**config.mk**
```make
export PLATFORM = sky130hd
export DESIGN_NAME = game_round_ctrl
export DESIGN_NICKNAME = d
export VERILOG_FILES = /design/src/rtl/game_round_ctrl.sv
export SDC_FILE = /design/constraint.sdc
export NUM_CORES = 1
export LEC_CHECK = 0
export ABC_CLOCK_PERIOD_IN_PS = 4100
export CORE_MARGIN = 8
export CORE_UTILIZATION = 50
export CTS_CLUSTER_DIAMETER = 30
export DETAILED_ROUTE_END_ITERATION = 12
export GPL_ROUTABILITY_DRIVEN = 0
export PLACE_DENSITY = 0.78
export SLEW_MARGIN = 30
export SYNTH_ARGS = -nofsm -noshare
export SYNTH_HDL_FRONTEND = slang
export SYNTH_SLANG_ARGS = --single-unit
```
**constraint.sdc**
```tcl
create_clock -name Clk -period 4.1 [get_ports Clk]
set_input_delay 0.82 -clock Clk [delete_from_list [all_inputs] [get_ports Clk]]
set_output_delay 0.82 -clock Clk [all_outputs]
set_load 0.05 [all_outputs]
```
**src/rtl/game_round_ctrl.sv**
```systemverilog
// -----------------------------------------------------------------------------
// game_round_ctrl
//   Round/score controller for a two-tank game. The controller samples the
//   sprite-overlap hits from both tank blocks and turns them into scores. It
//   freezes both tanks for a hold period after each hit. It ends the game when
//   a player reaches WIN_SCORE. All game actions happen on the Clk cycle that
//   follows a rising edge of frame_clk.
//
//   Optional feature: define ROUND_TIMER_EN to build a per-round time limit of
//   ROUND_FRAMES frames. When the limit expires the round goes to HOLD with no
//   score change. Without the macro, timed_out is tied low.
//
// Ports
//   Clk, Reset            system clock, synchronous active-high reset
//   frame_clk             ~60 Hz frame strobe (rising edge detected here)
//   keycode[7:0]          current key; START_KEY starts/restarts a game
//   is_tank0/1            per-pixel tank sprite hits
//   is_bullet0/1          per-pixel bullet sprite hits
//   can_move              both tanks may move (PLAY only)
//   tank_rst              one-Clk pulse: tanks back to start positions
//   bullet_kill0/1        one-Clk pulse: clear that player's bullet
//   score0/1[3:0]         player scores (saturating)
//   winner[1:0]           00 none, 01 P0, 10 P1, 11 draw
//   state[1:0]            00 IDLE, 01 PLAY, 10 HOLD, 11 OVER
//   timed_out             in HOLD because the round timer expired
// -----------------------------------------------------------------------------
module game_round_ctrl #(
    parameter logic [3:0]  WIN_SCORE    = 4'd5,
    parameter logic [7:0]  HOLD_FRAMES  = 8'd60,
    parameter logic [7:0]  START_KEY    = 8'h29,
    parameter logic [10:0] ROUND_FRAMES = 11'd1800
) (
    input  logic       Clk,
    input  logic       Reset,
    input  logic       frame_clk,
    input  logic [7:0] keycode,
    input  logic       is_tank0,
    input  logic       is_bullet0,
    input  logic       is_tank1,
    input  logic       is_bullet1,
    output logic       can_move,
    output logic       tank_rst,
    output logic       bullet_kill0,
    output logic       bullet_kill1,
    output logic [3:0] score0,
    output logic [3:0] score1,
    output logic [1:0] winner,
    output logic [1:0] state,
    output logic       timed_out
);

    typedef enum logic [1:0] {
        S_IDLE = 2'b00,
        S_PLAY = 2'b01,
        S_HOLD = 2'b10,
        S_OVER = 2'b11
    } state_t;

    state_t     state_q, state_d;
    logic       frame_dly_q, frame_dly_d;
    logic       fe_q, fe_d;
    logic       hit0_acc_q, hit0_acc_d;
    logic       hit1_acc_q, hit1_acc_d;
    logic [7:0] hold_cnt_q, hold_cnt_d;
    logic       can_move_q, can_move_d;
    logic       tank_rst_q, tank_rst_d;
    logic       bk0_q, bk0_d;
    logic       bk1_q, bk1_d;
    logic [3:0] score0_q, score0_d;
    logic [3:0] score1_q, score1_d;
    logic [1:0] winner_q, winner_d;

    // hit1: P0's bullet on P1's tank; hit0: P1's bullet on P0's tank.
    // The evaluated hit merges the sticky accumulator with the current cycle,
    // so an overlap landing exactly on the fe cycle is not lost.
    logic       hit0, hit1;
    logic       win0, win1;
    logic [3:0] score0_inc, score1_inc;

`ifdef ROUND_TIMER_EN
    logic [10:0] tmr_q, tmr_d;
    logic        timed_out_q, timed_out_d;
    logic        to_set;
`endif

    always_comb begin
        frame_dly_d = frame_clk;
        fe_d        = frame_clk & ~frame_dly_q;

        hit1 = hit1_acc_q | (is_bullet0 & is_tank1);
        hit0 = hit0_acc_q | (is_bullet1 & is_tank0);

        score0_inc = (score0_q == 4'hF) ? 4'hF : score0_q + 4'd1;
        score1_inc = (score1_q == 4'hF) ? 4'hF : score1_q + 4'd1;

        state_d    = state_q;
        hold_cnt_d = hold_cnt_q;
        tank_rst_d = 1'b0;
        bk0_d      = 1'b0;
        bk1_d      = 1'b0;
        score0_d   = score0_q;
        score1_d   = score1_q;
        winner_d   = winner_q;
        win0       = 1'b0;
        win1       = 1'b0;
`ifdef ROUND_TIMER_EN
        to_set     = 1'b0;
`endif

        // Accumulators only collect in PLAY. They drain on every fe so that
        // overlaps from HOLD never leak into the next round.
        hit0_acc_d = hit0_acc_q;
        hit1_acc_d = hit1_acc_q;
        if (fe_q) begin
            hit0_acc_d = 1'b0;
            hit1_acc_d = 1'b0;
        end else if (state_q == S_PLAY) begin
            hit0_acc_d = hit0;
            hit1_acc_d = hit1;
        end

        case (state_q)
            S_IDLE: begin
                if (fe_q && keycode == START_KEY) begin
                    state_d    = S_PLAY;
                    score0_d   = 4'd0;
                    score1_d   = 4'd0;
                    winner_d   = 2'b00;
                    tank_rst_d = 1'b1;
                end
            end
            S_PLAY: begin
                if (fe_q) begin
                    if (hit0 || hit1) begin
                        if (hit1) begin
                            score0_d = score0_inc;
                            bk0_d    = 1'b1;
                        end
                        if (hit0) begin
                            score1_d = score1_inc;
                            bk1_d    = 1'b1;
                        end
                        win0 = hit1 && (score0_inc >= WIN_SCORE);
                        win1 = hit0 && (score1_inc >= WIN_SCORE);
                        if (win0 || win1) begin
                            state_d  = S_OVER;
                            winner_d = {win1, win0};
                        end else begin
                            state_d    = S_HOLD;
                            hold_cnt_d = HOLD_FRAMES;
                        end
                    end
`ifdef ROUND_TIMER_EN
                    // A hit in the same frame wins over the timeout.
                    else if (tmr_q == ROUND_FRAMES - 11'd1) begin
                        state_d    = S_HOLD;
                        hold_cnt_d = HOLD_FRAMES;
                        to_set     = 1'b1;
                    end
`endif
                end
            end
            S_HOLD: begin
                // A count of 0 exits on the first fe, the same as 1.
                if (fe_q) begin
                    if (hold_cnt_q <= 8'd1) begin
                        state_d    = S_PLAY;
                        tank_rst_d = 1'b1;
                    end else begin
                        hold_cnt_d = hold_cnt_q - 8'd1;
                    end
                end
            end
            default: begin
                if (fe_q && keycode == START_KEY) state_d = S_IDLE;
            end
        endcase

        can_move_d = (state_d == S_PLAY);

`ifdef ROUND_TIMER_EN
        tmr_d = tmr_q;
        if (state_q != S_PLAY && state_d == S_PLAY) tmr_d = 11'd0;
        else if (state_q == S_PLAY && fe_q)         tmr_d = tmr_q + 11'd1;

        timed_out_d = timed_out_q;
        if (to_set)                                      timed_out_d = 1'b1;
        else if (state_q == S_HOLD && state_d != S_HOLD) timed_out_d = 1'b0;
`endif
    end

    always_ff @(posedge Clk) begin
        if (Reset) begin
            state_q     <= S_IDLE;
            frame_dly_q <= 1'b0;
            fe_q        <= 1'b0;
            hit0_acc_q  <= 1'b0;
            hit1_acc_q  <= 1'b0;
            hold_cnt_q  <= 8'd0;
            can_move_q  <= 1'b0;
            tank_rst_q  <= 1'b0;
            bk0_q       <= 1'b0;
            bk1_q       <= 1'b0;
            score0_q    <= 4'd0;
            score1_q    <= 4'd0;
            winner_q    <= 2'b00;
`ifdef ROUND_TIMER_EN
            tmr_q       <= 11'd0;
            timed_out_q <= 1'b0;
`endif
        end else begin
            state_q     <= state_d;
            frame_dly_q <= frame_dly_d;
            fe_q        <= fe_d;
            hit0_acc_q  <= hit0_acc_d;
            hit1_acc_q  <= hit1_acc_d;
            hold_cnt_q  <= hold_cnt_d;
            can_move_q  <= can_move_d;
            tank_rst_q  <= tank_rst_d;
            bk0_q       <= bk0_d;
            bk1_q       <= bk1_d;
            score0_q    <= score0_d;
            score1_q    <= score1_d;
            winner_q    <= winner_d;
`ifdef ROUND_TIMER_EN
            tmr_q       <= tmr_d;
            timed_out_q <= timed_out_d;
`endif
        end
    end

`ifdef ROUND_TIMER_EN
    assign timed_out = timed_out_q;
`else
    // ROUND_FRAMES only feeds the round timer; keep it referenced.
    logic unused_round_frames;
    assign unused_round_frames = ^ROUND_FRAMES;
    assign timed_out = 1'b0;
`endif

    assign state        = state_q;
    assign can_move     = can_move_q;
    assign tank_rst     = tank_rst_q;
    assign bullet_kill0 = bk0_q;
    assign bullet_kill1 = bk1_q;
    assign score0       = score0_q;
    assign score1       = score1_q;
    assign winner       = winner_q;

endmodule

```
==> reports/results.txt, run 1 <==
Via density - 5.93
worst skew pair latency - 330 ps
top cell type's share of synthesized area - 34.5%
antenna viol nets, final - 0
DRT iter0 DRCs - 134
Die X - 73.0 µm
synth cell count leaders - 28 x dfxtp_1, 24 x nand2_1, 21 x nor2_1
I/O Pins - 32
TritonCTS Sinks - 28
post-cts sizing count - 0
Top delay family on crit path - buffers and inverters
Hold Violations, Final - 0
pwr dens - 225 nW/µm²
DP Wirelength - 2.96 mm
Data required, critical path - 3280 ps
CP Launch Type - flop
Num CTS Buffers - 3
worst-path fanout max - 16
row cnt - 20
CP Capture Type - output port
CP Cell Sequence - clkdlybuf4s50_1
Avg Cell Area, Syn - 8.20 µm²
Mapped Area - 1620 µm²
Syn. warnings - 0
Setup Skew - 4.64 ps
Pleak - 0.000623 µW
CTS tree - yes
final-report max-slew violation count - 0
worst ir drop on vdd - 0.165 mV
root buf cell - clkbuf_4
min cycle time layout - 2720 ps
CP max stage delay - 910 ps
Relative slew margins - 56.5%
final setup margin - 1380 ps
HP Class - reg -> reg
die height - 73.0 µm
post-synthesis adder-cell area fraction - 3.08%
EDFF count, synth - 0
FF-to-FF Start - hold_cnt_q[0]$_SDFFE_PP0P_
Fin Setup TNS - 0 ps
first-pass GRT wire length - 6.75 mm
register area share after synthesis - 34.5%
core area - 3080 µm²
initial core utilization - 52.8%
Synth cell types - 51
post-synthesis compound-gate area fraction - 23.8%
Worst setup startpoint - state[1]$_SDFF_PP0_
pin count of the biggest net entering global routing - 26
initial antenna violation count - 0
Post-Synthesis Cells - 198
routed wire length - 3.98 mm
measured slew at the worst slew-check pin - 647 ps
GRT overflow - 0
post-cts hold buffer count - 0
maximum buffer depth of the clock tree - 2
Worst path slowest cell - clkdlybuf4s50_1
Max-Cap Viols - 0
status - finished, final reports clean
vias in the first global route - 1,503
H-tree depth - 1
count leader, synth - dfxtp_1
async set or reset register ratio after synthesis - 0%
Worst Path Buf+Inv - 1
Via Count - 1,595
number of fill cells - 282
post-synthesis simple-gate area fraction - 31.7%
GRT Util Overall - 15.4%
synth top area cells - dfxtp_1 35%, a21oi_1 5.9%, nand2_1 5.5%
PortBufs - 30
Hold Crit Start - frame_dly_q$_SDFF_PP0_
Routed WL per cell - 14.8 µm
fraction of layout cells with a size suffix above 1 - 8.00%
Tcrit/Tclk final - 66.3%
Worst EP arrival - 1900 ps
ys flop type - dfxtp_1
Crit Path Category - reg -> out
drt drc - 0
ant diodes - 0
unrepaired setup endpoints after global routing - no
Post-Synth XOR/XNOR Area - 0%
die area - 5330 µm²
post-synthesis mux area share - 2.47%
Reg clk slew, reported paths - 160 ps
final-report setup violation count - 0
largest family of logic cells by synthesized area - simple AND/OR/NAND/NOR gates
area grow syn2layout - 21.2%
Max Fclk - 0.368 GHz
syn nets - 217
post-synth top area cell - dfxtp_1
post-CTS setup buffer count - 0
Placement Setup Slack - 1190 ps
DR pass1 iterations - 4
flops & latches, synth - 28
Final nets - 245
[flip-flops by register name, summed over array words and instances (netlist names)]
signal and cells:
hold_cnt_q 8, score0 4, score1 4, state 2, winner 2, bullet_kill0 1
bullet_kill1 1, can_move 1, fe_q 1, frame_dly_q 1, hit0_acc_q 1, hit1_acc_q 1
tank_rst 1
[area by class of cell]
type,count,area (µm²),share of cell area [%]
Clock buffer,4,36.3,1.84
Timing Repair Buffer,30,295,15.0
Inverter,7,26.3,1.34
Tap cell,44,55.1,2.80
Multi-Input combinational cell,156,995,50.5
Sequential cell,28,561,28.5
[through the flow]
stage	total power (µW)	instance area, µm²	util [%]	hold WS [ps]	cells
after floorplan	295	1620	-	367	198
after global placement	308	1940	62.9	374	265
after detailed placement	309	1940	62.9	374	265
after CTS	446	1970	64.1	394	269
after global routing	458	1970	63.9	417	269
final	443	1970	63.9	394	269
[cells in the final DEF (no fill, tap or decap), types with 3 or more instances in the layout]
| cell | Yosys | routed |
|---|---|---|
| clkdlybuf4s50_1 | 0 | 29 |
| dfxtp_1 | 28 | 28 |
| nand2_1 | 24 | 24 |
| nor2_1 | 21 | 21 |
| a21oi_1 | 19 | 19 |
| inv_1 | 7 | 7 |
| nand3_1 | 7 | 7 |
| a211oi_1 | 6 | 6 |
| nor3_1 | 5 | 5 |
| nor2b_1 | 5 | 5 |
| nor4_1 | 4 | 4 |
| a31oi_1 | 4 | 4 |
| a32o_1 | 4 | 4 |
| mux2i_1 | 4 | 4 |
| or3_1 | 4 | 4 |
| ha_1 | 4 | 4 |
| and2_1 | 3 | 3 |
| nand2b_1 | 3 | 3 |
| a311oi_1 | 3 | 3 |
| or2_2 | 3 | 3 |
| clkbuf_4 | 0 | 3 |
[power by group]
group / internal (µW) / leakage [µW] / switching, µW
Clock: 54.4 / 0.0000210 / 85.9
Combinational: 14.3 / 0.000376 / 13.3
Sequential: 273 / 0.000226 / 1.70
[final timing paths]
check / cells after the start / end / slack [ps]
max: 1 / state[1] / 1380
min: 1 / fe_q$_SDFF_PP0_ / 390
max reg2reg: 7 / hold_cnt_q[5]$_SDFFE_PP0P_ / 1870
min reg2reg: 1 / fe_q$_SDFF_PP0_ / 390
[kinds of logic (layout without fill, tap and decap cells)]
logic type	count (synthesis)	after routing
AND/OR/NAND/NOR	96	96
multiplexers	4	4
adder cells (fa/ha/maj)	4	4
buffers and inverters	14	41
other	1	1
flip-flops	28	28
AO/OA/AOI/OAI	51	51
[worst reg2reg max path: stages (launching register included)]
cell and delay, ps:
dfxtp_1 450, inv_1 70, ha_1 260, or2_1 270, a31oi_2 370, nor2_1 150
a2111oi_4 440, a32o_1 190
[per-layer routing]
| metal | part of all wire, % | global-route usage [%] |
|---|---|---|
| met1 | 46 | 18.9 |
| met2 | 46 | 24.6 |
| met3 | 6.6 | 3.71 |
| met4 | 1.5 | 7.33 |
| met5 | 0 | 0 |
(Power assumes the default switching activity.)
==> inputs of run 2 (changes only) <==
--- a/config.mk
+++ b/config.mk
@@ -5,13 +5,13 @@
 export SDC_FILE = /design/constraint.sdc
 export NUM_CORES = 1
 export LEC_CHECK = 0
-export ABC_CLOCK_PERIOD_IN_PS = 4100
+export ABC_CLOCK_PERIOD_IN_PS = 2350
 export CORE_MARGIN = 8
-export CORE_UTILIZATION = 50
+export CORE_UTILIZATION = 46
 export CTS_CLUSTER_DIAMETER = 30
 export DETAILED_ROUTE_END_ITERATION = 12
 export GPL_ROUTABILITY_DRIVEN = 0
-export PLACE_DENSITY = 0.78
+export PLACE_DENSITY = 0.75
 export SLEW_MARGIN = 30
 export SYNTH_ARGS = -nofsm -noshare
 export SYNTH_HDL_FRONTEND = slang
==> constraint.sdc (replaced) <==
create_clock -name Clk -period 2.35 [get_ports Clk]
set_input_delay 0.47 -clock Clk [delete_from_list [all_inputs] [get_ports Clk]]
set_output_delay 0.47 -clock Clk [all_outputs]
set_load 0.05 [all_outputs]
==> reports/results.txt, run 2 (synthesis gave the netlist of run 1 again) <==
DRT iter0 DRCs - 40 (-70%)
PortBufs - 30 (unchanged)
final setup margin - 139 ps (-1240 ps)
GRT Util Overall - 14.0% (-1.5 points)
Max-Cap Viols - 0 (unchanged)
Fin Setup TNS - 0 ps (unchanged)
Top delay family on crit path - buffers and inverters
Crit Path Category - reg -> out
status - finished, final reports clean
DR pass1 iterations - 4 (unchanged)
post-CTS setup buffer count - 0 (unchanged)
area grow syn2layout - 25.0%
TritonCTS Sinks - 28 (unchanged)
Routed WL per cell - 13.2 µm (-11%)
final-report max-slew violation count - 0 (unchanged)
HP Class - reg -> reg
ant diodes - 0 (unchanged)
Final nets - 254 (+3.7%)
maximum buffer depth of the clock tree - 2 (unchanged)
Worst EP arrival - 1740 ps (-160 ps)
commonest cells after routing, fill and taps aside - 30 x clkdlybuf4s50_1, 28 x dfxtp_1, 24 x nand2_1
post-cts sizing count - 0 (unchanged)
P_sw - 159 µW (+57%)
first-pass GRT wire length - 6.47 mm (-4.2%)
pin count of the biggest net entering global routing - 15 (-42%)
DP Wirelength - 2.94 mm (-0.72%)
Die X - 75.4 µm (+3.3%)
Tcrit/Tclk final - 94.1%
fraction of layout cells with a size suffix above 1 - 10.7% (+2.7 points)
die area - 5690 µm² (+6.8%)
Logic pwr share - 7.3% (+1.1 points)
Worst Path Buf+Inv - 1 (unchanged)
core area - 3360 µm² (+9.3%)
Largest register FFs - 8 (unchanged)
min cycle time layout - 2210 ps
Num CTS Buffers - 3 (unchanged)
worst-path fanout max - 11 (-5)
CP max stage delay - 880 ps (-30 ps)
Pleak - 0.000663 µW (+6.3%)
initial core utilization - 48.3% (-4.5 points)
worst skew pair latency - 320 ps (about the same)
unrepaired setup endpoints after global routing - no
row cnt - 21 (+5.0%)
H-tree depth - 1 (unchanged)
Seq pwr share - 66.2% (+4.1 points)
CP Launch Type - flop
pwr dens - 357 nW/µm² (+59%)
root buf cell - clkbuf_4
Relative slew margins - 60.3% (+3.8 points)
GRT overflow - 0 (unchanged)
CTS tree - yes
die height - 75.4 µm (+3.3%)
worst ir drop on vdd - 0.178 mV (+7.9%)
CP Capture Type - output port
Data required, critical path - 1880 ps (-1400 ps)
measured slew at the worst slew-check pin - 594 ps (-52.9 ps)
Reg with most FFs - hold_cnt_q
CP Cell Sequence - clkdlybuf4s50_1
Setup Skew - 12.0 ps (+7.38 ps)
Hold Violations, Final - 0 (unchanged)
antenna viol nets, final - 0 (unchanged)
Reg clk slew, reported paths - 140 ps (-20 ps)
post-cts hold buffer count - 0 (unchanged)
Via Count - 1,571 (-1.5%)
vias in the first global route - 1,464 (-2.6%)
switching share of power - 21.9% (-0.86 points)
final-report setup violation count - 0 (unchanged)
initial antenna violation count - 0 (unchanged)
Reg2Reg Setup Slack - 330 ps (-1540 ps)
most common cell after layout, fill and taps aside - clkdlybuf4s50_1
routed wire length - 3.68 mm (-7.5%)
Clock Power Share - 26.5% (-5.2 points)
Via density - 5.63 (-5.0%)
I/O Pins - 32 (unchanged)
hold_ws - 392 ps (-2.54 ps)
Worst path slowest cell - clkdlybuf4s50_1
Internal Power - 566 µW (+65%)
Max Fclk - 0.452 GHz
Placement Setup Slack - 163 ps (-1030 ps)
drt drc - 0 (unchanged)
run 2: metal layers:
metal	part of all wire [%]	vias to the layer above	track usage, %
li1	-	811	-
met1	47	730	17.8
met2	48	26	23.2
met3	4.7	4	2.37
met4	0.95	0	4.69
met5	0	-	0
run 2: power by group through the flow:
stage	clock network, µW	registers [µW]	logic, µW
floorplan	0	488	27.7
finish	192	479	52.8
CTS	204	480	52.9
detailed placement	0	490	52.8
global placement	0	490	52.3
global route	228	480	57.6
run 2: final timing paths:
| check | startpoint | to | cells past startpoint |
|---|---|---|---|
| worst min-delay path | frame_dly_q$_SDFF_PP0_ | fe_q$_SDFF_PP0_ | 1 |
| worst min register to register | frame_dly_q$_SDFF_PP0_ | fe_q$_SDFF_PP0_ | 1 |
| worst max-delay path | state[0]$_SDFF_PP0_ | state[0] | 1 |
| worst max register to register | hold_cnt_q[0]$_SDFFE_PP0P_ | hold_cnt_q[5]$_SDFFE_PP0P_ | 7 |
run 2: cell type report:
type | instances | area [µm²]
well taps | 46 | 57.6
inverters | 7 | 26.3
fillers | 330 | 1330
multi-input cells | 156 | 995
flip-flops and latches | 28 | 561
repair buffers | 39 | 368
clock buffers | 3 | 22.5
run 2: per-stage QoR:
| step | power, µW | utilization, % | instance area [µm²] | std cells |
|---|---|---|---|---|
| floorplan | 515 | - | 1620 | 198 |
| global placement | 542 | 59.7 | 2010 | 276 |
| detailed placement | 543 | 59.7 | 2010 | 276 |
| CTS | 737 | 60.3 | 2030 | 279 |
| global route | 766 | 60.3 | 2030 | 279 |
| finish | 724 | 60.3 | 2030 | 279 |
==> inputs of run 3 (changes only) <==
--- a/config.mk
+++ b/config.mk
@@ -11,7 +11,7 @@
 export CTS_CLUSTER_DIAMETER = 30
 export DETAILED_ROUTE_END_ITERATION = 12
 export GPL_ROUTABILITY_DRIVEN = 0
-export PLACE_DENSITY = 0.75
+export PLACE_DENSITY = 0.81
 export SLEW_MARGIN = 30
 export SYNTH_ARGS = -nofsm -noshare
 export SYNTH_HDL_FRONTEND = slang
==> reports/results.txt, run 3 (synthesis gave the netlist of run 1 again) <==
status - finished, final reports clean
row cnt - 21 (unchanged)
Data required, critical path - 1880 ps (about the same)
CP Cell Sequence - clkdlybuf4s50_1
core area - 3360 µm² (unchanged)
Via Count - 1,617 (+2.9%)
Top delay family on crit path - buffers and inverters
routed wire length - 3.80 mm (+3.3%)
Crit Path Category - reg -> out
Max Fclk - 0.455 GHz (+0.69%)
worst skew pair latency - 330 ps (about the same)
Reg with most FFs - hold_cnt_q
number of fill cells - 319 (-3.3%)
Final nets - 252 (-0.79%)
Worst EP arrival - 1730 ps (about the same)
worst-path fanout max - 10 (-1)
DR pass1 iterations - 4 (unchanged)
vias in the first global route - 1,480 (+1.1%)
Setup Skew - 11.3 ps (-0.693 ps)
P_sw - 171 µW (+7.9%)
Seq pwr share - 56.5% (-9.7 points)
maximum buffer depth of the clock tree - 2 (unchanged)
Internal Power - 677 µW (+20%)
CTS tree - yes
measured slew at the worst slew-check pin - 616 ps (+22.2 ps)
Pleak - 0.000685 µW (+3.5%)
DP Wirelength - 2.92 mm (-0.71%)
most common cell after layout, fill and taps aside - clkdlybuf4s50_1
area grow syn2layout - 26.0%
pwr dens - 415 nW/µm² (+16%)
Register Area - 561 µm² (unchanged)
I/O Pins - 32 (unchanged)
Via density - 5.82 (+3.3%)
Max-Cap Viols - 0 (unchanged)
die height - 75.4 µm (unchanged)
antenna viol nets, final - 0 (unchanged)
final-report setup violation count - 0 (unchanged)
Num CTS Buffers - 3 (unchanged)
final-report max-slew violation count - 0 (unchanged)
root buf cell - clkbuf_4
Die X - 75.4 µm (unchanged)
GRT overflow - 0 (unchanged)
drt drc - 0 (unchanged)
Relative slew margins - 58.8% (-1.5 points)
H-tree depth - 1 (unchanged)
PortBufs - 30 (unchanged)
CP Launch Type - flop
unrepaired setup endpoints after global routing - no
GRT Util Overall - 14.2% (+0.22 points)
Worst path slowest cell - clkdlybuf4s50_1
TritonCTS Sinks - 28 (unchanged)
die area - 5690 µm² (unchanged)
Largest register FFs - 8 (unchanged)
initial core utilization - 48.3% (unchanged)
fraction of layout cells with a size suffix above 1 - 10.3% (-0.38 points)
pin count of the biggest net entering global routing - 17 (+2)
ant diodes - 0 (unchanged)
DRT iter0 DRCs - 117 (+190%)
commonest cells after routing, fill and taps aside - 29 x clkdlybuf4s50_1, 28 x dfxtp_1, 24 x nand2_1
worst ir drop on vdd - 0.184 mV (+3.4%)
Logic pwr share - 6.1% (-1.2 points)
first-pass GRT wire length - 6.53 mm (+0.96%)
Worst Path Buf+Inv - 1 (unchanged)
min cycle time layout - 2200 ps (-15.1 ps)
Tcrit/Tclk final - 93.4% (-0.64 points)
Routed WL per cell - 13.7 µm (+3.7%)
Reg clk slew, reported paths - 160 ps (+20 ps)
CP max stage delay - 870 ps (about the same)
Clock Power Share - 37.4% (+11 points)
CP Capture Type - output port
initial antenna violation count - 0 (unchanged)
Fin Setup TNS - 0 ps (unchanged)
multi-input logic area - 995 µm² (unchanged)
HP Class - reg -> reg
Hold Violations, Final - 0 (unchanged)
switching share of power - 20.2% (-1.7 points)
final core occ - 60.9% (+0.52 points)
-- run 3: cell types whose count changed in the layout (fill, tap and decap cells not counted) --
| cell | delta |
|---|---|
| buf_4 | -2 |
| dlymetal6s2s_1 | +1 |
| bufinv_16 | +1 |
| clkdlybuf4s50_1 | -1 |
-- run 3: worst paths after layout --
check	from	endpoint	slack [ps]	depth (start not counted)
worst max register to register	hold_cnt_q[0]$_SDFFE_PP0P_	can_move$_SDFF_PP0_	300	6
worst max-delay path	state[1]$_SDFF_PP0_	state[1]	150	1
worst min register to register	frame_dly_q$_SDFF_PP0_	fe_q$_SDFF_PP0_	390	1
worst min-delay path	frame_dly_q$_SDFF_PP0_	fe_q$_SDFF_PP0_	390	1
-- run 3: what timing repair did --
item	4_1_cts	5_1_grt
gates resized for setup	0	1
endpoints found under the setup margin	0	1
hold buffers	0	0
setup buffers	0	0
-- run 3: final cells by class --
| class | instances | share of cell area (%) |
|---|---|---|
| Sequential cell | 28 | 27.4 |
| Clock inverter | 1 | 1.47 |
| Multi-Input combinational cell | 156 | 48.6 |
| Timing Repair Buffer | 37 | 17.4 |
| Inverter | 7 | 1.28 |
| Tap cell | 46 | 2.81 |
| Clock buffer | 3 | 1.10 |
-- run 3: power by group through the flow --
| stage | Combinational, µW | Clock, µW | Sequential (µW) |
|---|---|---|---|
| finish | 51.6 | 317 | 480 |
| global route | 56.4 | 356 | 481 |
| CTS | 51.5 | 326 | 480 |
| detailed placement | 51.2 | 0 | 490 |
| global placement | 50.5 | 0 | 490 |
| floorplan | 27.7 | 0 | 488 |
-- run 3: per-stage QoR --
| stage | hold WS (ps) | total power, µW | cells | setup slack, ps | area, µm² |
|---|---|---|---|---|---|
| 4_1_cts | 401 | 857 | 278 | 11.1 | 2040 |
| 6_report | 394 | 849 | 278 | 155 | 2050 |
| 2_1_floorplan | 367 | 515 | 198 | 275 | 1620 |
| 3_3_place_gp | 370 | 540 | 274 | 164 | 1990 |
| 5_1_grt | 405 | 893 | 278 | 40.3 | 2050 |
| 3_5_place_dp | 380 | 541 | 274 | 117 | 1990 |
-- run 3: routing by layer --
layer / up-vias / track usage, % / routed length [µm]
met5: - / 0 / 0
met4: 0 / 4.48 / 59
met3: 8 / 2.24 / 223
met2: 60 / 24.5 / 1810
met1: 745 / 17.5 / 1710
li1: 804 / - / -
